**src/rtl/seg7_scan_decoder.sv**
```systemverilog
// rtl/seg7_scan_decoder.sv - recovers four BCD digits from a scanned, multiplexed 7-segment display
// Optional feature macro: SEG7_SCAN_DECODER_ERR_EN (sticky illegal-pattern and overrun flags on err).
module seg7_scan_decoder #(
    parameter int unsigned SETTLE = 4
) (
    input  logic        clk,
    input  logic        rst_n,
    input  logic [6:0]  seg_in,
    input  logic [3:0]  dig_n,
    output logic [15:0] bcd_out,
    output logic        valid,
    input  logic        ready,
    output logic [4:0]  err
);

    typedef enum logic [1:0] {
        ST_IDLE   = 2'd0,
        ST_SETTLE = 2'd1,
        ST_HOLD   = 2'd2
    } state_e;

    localparam logic [7:0] SETTLE_C = SETTLE[7:0];

    // capture FSM
    state_e      state_q, state_d;
    logic [7:0]  cnt_q, cnt_d;
    logic [3:0]  sel_q, sel_d;

    // frame assembly
    logic [15:0] slots_q, slots_d;
    logic [3:0]  seen_q, seen_d;

    // frame qualification and presentation
    logic [15:0] prev_q, prev_d;
    logic        prev_vld_q, prev_vld_d;
    logic [15:0] last_q, last_d;
    logic        last_vld_q, last_vld_d;
    logic [15:0] bcd_q, bcd_d;
    logic        valid_q, valid_d;

    logic [3:0]  dec;
    logic        single_sel;
    logic [1:0]  sel_idx;
    logic        sample;
    logic        frame_done;
    logic        qualify;
    logic        present;
    logic        overrun;

    // Segment pattern to BCD; anything outside the ten digit shapes reads as 4'hF.
    always_comb begin
        dec = 4'hF;
        case (seg_in)
            7'b0000001: dec = 4'd0;
            7'b1001111: dec = 4'd1;
            7'b0010010: dec = 4'd2;
            7'b0000110: dec = 4'd3;
            7'b1001100: dec = 4'd4;
            7'b0100100: dec = 4'd5;
            7'b0100000: dec = 4'd6;
            7'b0001111: dec = 4'd7;
            7'b0000000: dec = 4'd8;
            7'b0000100: dec = 4'd9;
            default:    dec = 4'hF;
        endcase
    end

    // Exactly one select line low; the held select is turned into a slot index.
    always_comb begin
        single_sel = 1'b0;
        case (dig_n)
            4'b1110, 4'b1101, 4'b1011, 4'b0111: single_sel = 1'b1;
            default:                             single_sel = 1'b0;
        endcase
        sel_idx = 2'd0;
        case (sel_q)
            4'b1110: sel_idx = 2'd0;
            4'b1101: sel_idx = 2'd1;
            4'b1011: sel_idx = 2'd2;
            4'b0111: sel_idx = 2'd3;
            default: sel_idx = 2'd0;
        endcase
    end

    // Capture FSM: wait for a steady single select, sample once after SETTLE cycles.
    always_comb begin
        state_d = state_q;
        cnt_d   = cnt_q;
        sel_d   = sel_q;
        sample  = 1'b0;
        case (state_q)
            ST_IDLE: begin
                if (single_sel) begin
                    state_d = ST_SETTLE;
                    cnt_d   = 8'd0;
                    sel_d   = dig_n;
                end
            end
            ST_SETTLE: begin
                if (dig_n != sel_q) begin
                    state_d = ST_IDLE;
                end else begin
                    cnt_d = cnt_q + 8'd1;
                    if (cnt_d == SETTLE_C) begin
                        sample  = 1'b1;
                        state_d = ST_HOLD;
                    end
                end
            end
            ST_HOLD: begin
                if (dig_n != sel_q) begin
                    state_d = ST_IDLE;
                end
            end
            default: state_d = ST_IDLE;
        endcase
    end

    // Slot writes and seen mask; a full mask closes the frame one cycle later and restarts the mask.
    always_comb begin
        frame_done = (seen_q == 4'hF);
        slots_d    = slots_q;
        seen_d     = frame_done ? 4'h0 : seen_q;
        if (sample) begin
            slots_d[{sel_idx, 2'b00} +: 4] = dec;
            seen_d[sel_idx]                = 1'b1;
        end
    end

    // Two identical consecutive frames qualify; only a change from the last presented frame is shown.
    always_comb begin
        qualify    = frame_done && prev_vld_q && (slots_q == prev_q);
        present    = qualify && (!last_vld_q || (slots_q != last_q));
        overrun    = present && valid_q && !ready;
        prev_d     = prev_q;
        prev_vld_d = prev_vld_q;
        last_d     = last_q;
        last_vld_d = last_vld_q;
        bcd_d      = bcd_q;
        valid_d    = valid_q;
        if (frame_done) begin
            prev_d     = slots_q;
            prev_vld_d = 1'b1;
        end
        if (valid_q && ready) begin
            valid_d = 1'b0;
        end
        if (present && !overrun) begin
            bcd_d      = slots_q;
            valid_d    = 1'b1;
            last_d     = slots_q;
            last_vld_d = 1'b1;
        end
    end

    // State registers.
    always_ff @(posedge clk or negedge rst_n) begin
        if (!rst_n) begin
            state_q    <= ST_IDLE;
            cnt_q      <= 8'd0;
            sel_q      <= 4'hF;
            slots_q    <= 16'h0000;
            seen_q     <= 4'h0;
            prev_q     <= 16'h0000;
            prev_vld_q <= 1'b0;
            last_q     <= 16'h0000;
            last_vld_q <= 1'b0;
            bcd_q      <= 16'h0000;
            valid_q    <= 1'b0;
        end else begin
            state_q    <= state_d;
            cnt_q      <= cnt_d;
            sel_q      <= sel_d;
            slots_q    <= slots_d;
            seen_q     <= seen_d;
            prev_q     <= prev_d;
            prev_vld_q <= prev_vld_d;
            last_q     <= last_d;
            last_vld_q <= last_vld_d;
            bcd_q      <= bcd_d;
            valid_q    <= valid_d;
        end
    end

    assign bcd_out = bcd_q;
    assign valid   = valid_q;

`ifdef SEG7_SCAN_DECODER_ERR_EN
    logic [4:0] err_q, err_d;

    // Sticky flags: illegal pattern per digit slot, and a dropped frame on overrun.
    always_comb begin
        err_d = err_q;
        if (sample && (dec == 4'hF)) begin
            err_d[sel_idx] = 1'b1;
        end
        if (overrun) begin
            err_d[4] = 1'b1;
        end
    end

    // Error register, cleared only by reset.
    always_ff @(posedge clk or negedge rst_n) begin
        if (!rst_n) begin
            err_q <= 5'b0;
        end else begin
            err_q <= err_d;
        end
    end

    assign err = err_q;
`else
    assign err = 5'b0;
`endif

endmodule

```
**config.mk**
```make
export PLATFORM = sky130hd
export DESIGN_NAME = seg7_scan_decoder
export DESIGN_NICKNAME = d
export VERILOG_FILES = /design/src/rtl/seg7_scan_decoder.sv
export SDC_FILE = /design/constraint.sdc
export NUM_CORES = 1
export LEC_CHECK = 0
export CAP_MARGIN = 25
export CORE_MARGIN = 2
export CORE_UTILIZATION = 41
export CTS_CLUSTER_SIZE = 20
export DETAILED_ROUTE_END_ITERATION = 10
export GPL_ROUTABILITY_DRIVEN = 1
export PLACE_DENSITY_LB_ADDON = 0.3
export SYNTH_ARGS = -nofsm -noshare
export SYNTH_HDL_FRONTEND = slang
export SYNTH_SLANG_ARGS = --single-unit
```
**constraint.sdc**
```tcl
create_clock -name clk -period 2.8 [get_ports clk]
set_input_delay 0.28 -clock clk [delete_from_list [all_inputs] [get_ports clk]]
set_output_delay 0.28 -clock clk [all_outputs]
set_load 0.005 [all_outputs]
```
==> metrics.log <==
[metrics] result of the run: complete, no violations
[metrics] Die Ht: just under 100 um
[metrics] number of antenna violations at the first check in global routing: 0
[metrics] max-cap violations: 0
[metrics] die outline area: 9386 sq um
[metrics] Inserted Clock Buffers: 9
[metrics] fraction of synthesis flops using an asynchronous set or reset pin: 100.0%
[metrics] RSZ-0062 raised after global routing: false
[metrics] Layout area overhead: 17.79%
[metrics] critical path, cell by cell: ha_1 > or4b_4 > nor4_4 > nand4_1 > a22o_1
[metrics] setup total negative slack: 0 ps
[metrics] number of endpoints failing setup at the final stage: 0
[metrics] final layout net count: 362
[metrics] antenna-violating nets left: 0
[metrics] final estimated routing congestion in global placement: 0.7876
[metrics] via count: 2,376
[metrics] number of standard cells after synthesis: 302
[metrics] Post-CTS Resized: 0
[metrics] Die W: 96.88 um
[metrics] Tmin final: 2306 ps
[metrics] pin count of the biggest net entering global routing: 40
[metrics] fin worst setup slack: 493.8 ps
[metrics] master of the slowest instance on the critical path: or4b_4
[metrics] deepest clock path buffer count: 2
[metrics] worst clock skew: 10.83 ps
[metrics] DRC viols: 0
[metrics] via count of the first global-routing pass: 2,386
[metrics] leakage power: 1.968 nW
[metrics] normalized max-slew margin: 51.32%
[metrics] I/O pins: 36
[metrics] core area: slightly above 8000 sq um
[metrics] count of cells along the worst hold path: 1
[metrics] Cell Rows: 33
[metrics] clock latency of the later-clocked register in the worst-skew pair: between 300 and 400 ps
[metrics] TritonCTS clock tree: built
[metrics] number of library cell types mapped by synthesis: 44
[metrics] cell area after synthesis: 3537 sq um
[metrics] final WL: 6741 um
[metrics] clock sink count: 69
[metrics] number of port buffers: 30
[metrics] r2r startpoint: cnt_q[0]
[metrics] worst slack at placement: 400.0 ps
[metrics] flop2flop setup slack: 490 ps
[metrics] Clk pin slew, worst setup/hold paths: roughly 80 ps
[metrics] type of destination of the critical path: register
[metrics] htree depth: 3
[metrics] Avg Inst Size Synth: ~12 sq um
[metrics] part of the cycle the worst path needs: 82.36%
[metrics] Fillers: 753
[metrics] type of the worst setup path: register to register
[metrics] Remaining Overflow, GRT: 0
[metrics] fraction of final layout cells with drive strength greater than 1: 20.00%
[metrics] number of placed instances with taps included: around 430
[metrics] root buffer selected by CTS: clkbuf_8
[metrics] leading cell types in the layout, fill and taps excluded: dfrtp_1 (65), mux2_2 (36), clkdlybuf4s50_1 (29)
[metrics] final hold violation count: 0
[metrics] WL/cell: 14.98 um
[metrics] slew of the pin with the lowest slew margin: 730.2 ps
[metrics] Pre-Repair DR Iteration Count: 4
[metrics] power consumption: approximately 2.1 mW
[metrics] flops & latches, synth: slightly below 70
[metrics] dominant delay contributor by cell family on the critical path: simple AND/OR/NAND/NOR gates
[metrics] Global Route Usage Sum: 15.13%
[metrics] Antenna Cells: 0
[metrics] number of synthesized flops with an enable pin: 0
[metrics] Hold/Removal Path Class: register to register
[metrics] maximum frequency from static timing analysis: 433.6 MHz
[metrics] final core utilization: 50.20%
[metrics] number of DRC markers after the initial detailed-route iteration: 132
[metrics] number of non-filler instances in the completed layout: 450
[metrics] sequential area share after synthesis: 48.96%
[metrics] data required time of the critical path: 3040 ps
[metrics] post-DP HPWL: 4913 um
[metrics] worst ir drop on vdd: 0.0003704 V
[metrics] number of pins exceeding their max-slew limit in the final report: 0
[metrics] critical path peak fanout: 7
[metrics] nature of the critical path startpoint: register
[metrics] number of warnings issued by yosys: 0
[metrics] commonest non-fill, non-tap cell in the layout: dfrtp_1
[metrics] hold path endpoint: prev_vld_q
[metrics] initial cell density of the core: between 40 and 50%
[metrics] R2R depth: 5
[metrics] Critical Path AT: 2550 ps
[metrics] dominant register cell in the synthesized netlist: dfrtp_1
[metrics] power density normalized to cell area: 513.6 nW/um^2
[metrics] longest individual stage delay on the worst path: 490 ps
[metrics] Bufs and invs on worst path: 0
[metrics] wire length of the first global-routing pass: 11,600 um
[metrics] HP Start: prev_vld_q
[metrics] worst r2r dst: slots_q[4]
[metrics] routed vias/inst: 5.280
-- synthesized netlist by cell type (6+ instances only) --
cell type | number | area, sq um
dfrtp_1 | 65 | 1627
mux2_2 | 36 | 405.4
xor2_1 | 23 | 201.4
nand2_1 | 19 | 71.32
xnor2_1 | 18 | 157.7
a22o_1 | 11 | 96.34
nand3_1 | 10 | 50.05
nand4_1 | 9 | 56.30
nor2_1 | 9 | 33.78
o31ai_1 | 9 | 67.56
ha_1 | 8 | 100.1
a21oi_1 | 7 | 35.03
o21ai_0 | 6 | 30.03
-- layout make-up --
cell class,instances,area [sq um],area share [%]
Clock buffer,9,123.9,2.973
Clock inverter,7,73.82,1.772
Timing Repair Buffer,34,352.8,8.468
Multi-Input combinational cell,222,1738,41.71
Tap cell,105,131.4,3.153
Inverter,4,15.01,0.3604
Sequential cell,69,1732,41.56
-- stage by stage --
| step | area (sq um) | hold slack [ps] |
|---|---|---|
| 2_1_floorplan | 3552 | -15.59 |
| 3_3_place_gp | 3959 | 380.2 |
| 3_5_place_dp | 3959 | 381.8 |
| 4_1_cts | 4167 | 475.8 |
| 5_1_grt | 4167 | 508.2 |
| 6_report | 4167 | 475.6 |
-- report_power, final --
part           switching, mW  internal, mW
sequential            0.0354          1.04
combinational          0.150        0.0998
clock                  0.403         0.415
-- how the worst max path moves through the flow --
stage	from	endpoint	cells after the start
floorplan	sel_q[3]	slots_q[7]	6
global placement	dig_n[1]	cnt_q[6]	6
detailed placement	dig_n[1]	cnt_q[6]	6
CTS	cnt_q[0]	slots_q[3]	6
global route	cnt_q[0]	slots_q[3]	6
finish	cnt_q[0]	slots_q[4]	5
-- sequential cells by signal (all words and copies together), names as in the netlist --
name,count
bcd_out,16
prev_q,16
slots_q,16
cnt_q,8
seen_q,4
sel_q,4
state_q,2
last_vld_q,1
prev_vld_q,1
valid,1
-- cells by family (layout without fill, tap and decap cells) --
group	Yosys count	in the layout	share of synthesized area, %
simple gates	84	84	13.94
compound gates	45	45	9.374
fa+ha+maj	8	8	2.830
mux	39	39	12.31
other cells	1	5	0.1060
xor+xnor	41	41	10.15
flops	69	69	48.96
buf+inv	15	54	2.334
-- repair_timing --
item / CTS / global route
buffers inserted: 0 / 0
hold buffers: 1 / 0
hold endpoints to repair: 18 / 0
-- routing by layer --
layer | global-route usage [%] | part of all wire [%] | wire [um] | vias up
met2 | 24.68 | 48 | 3208 | 39
met1 | 19.50 | 48 | 3210 | 1150
met4 | 5.742 | 2.0 | 132 | 0
met3 | 3.685 | 2.8 | 189 | 14
met5 | 0 | 0 | 0 | -
li1 | - | - | - | 1173
Note: power is estimated with default switching activity, not from simulation.
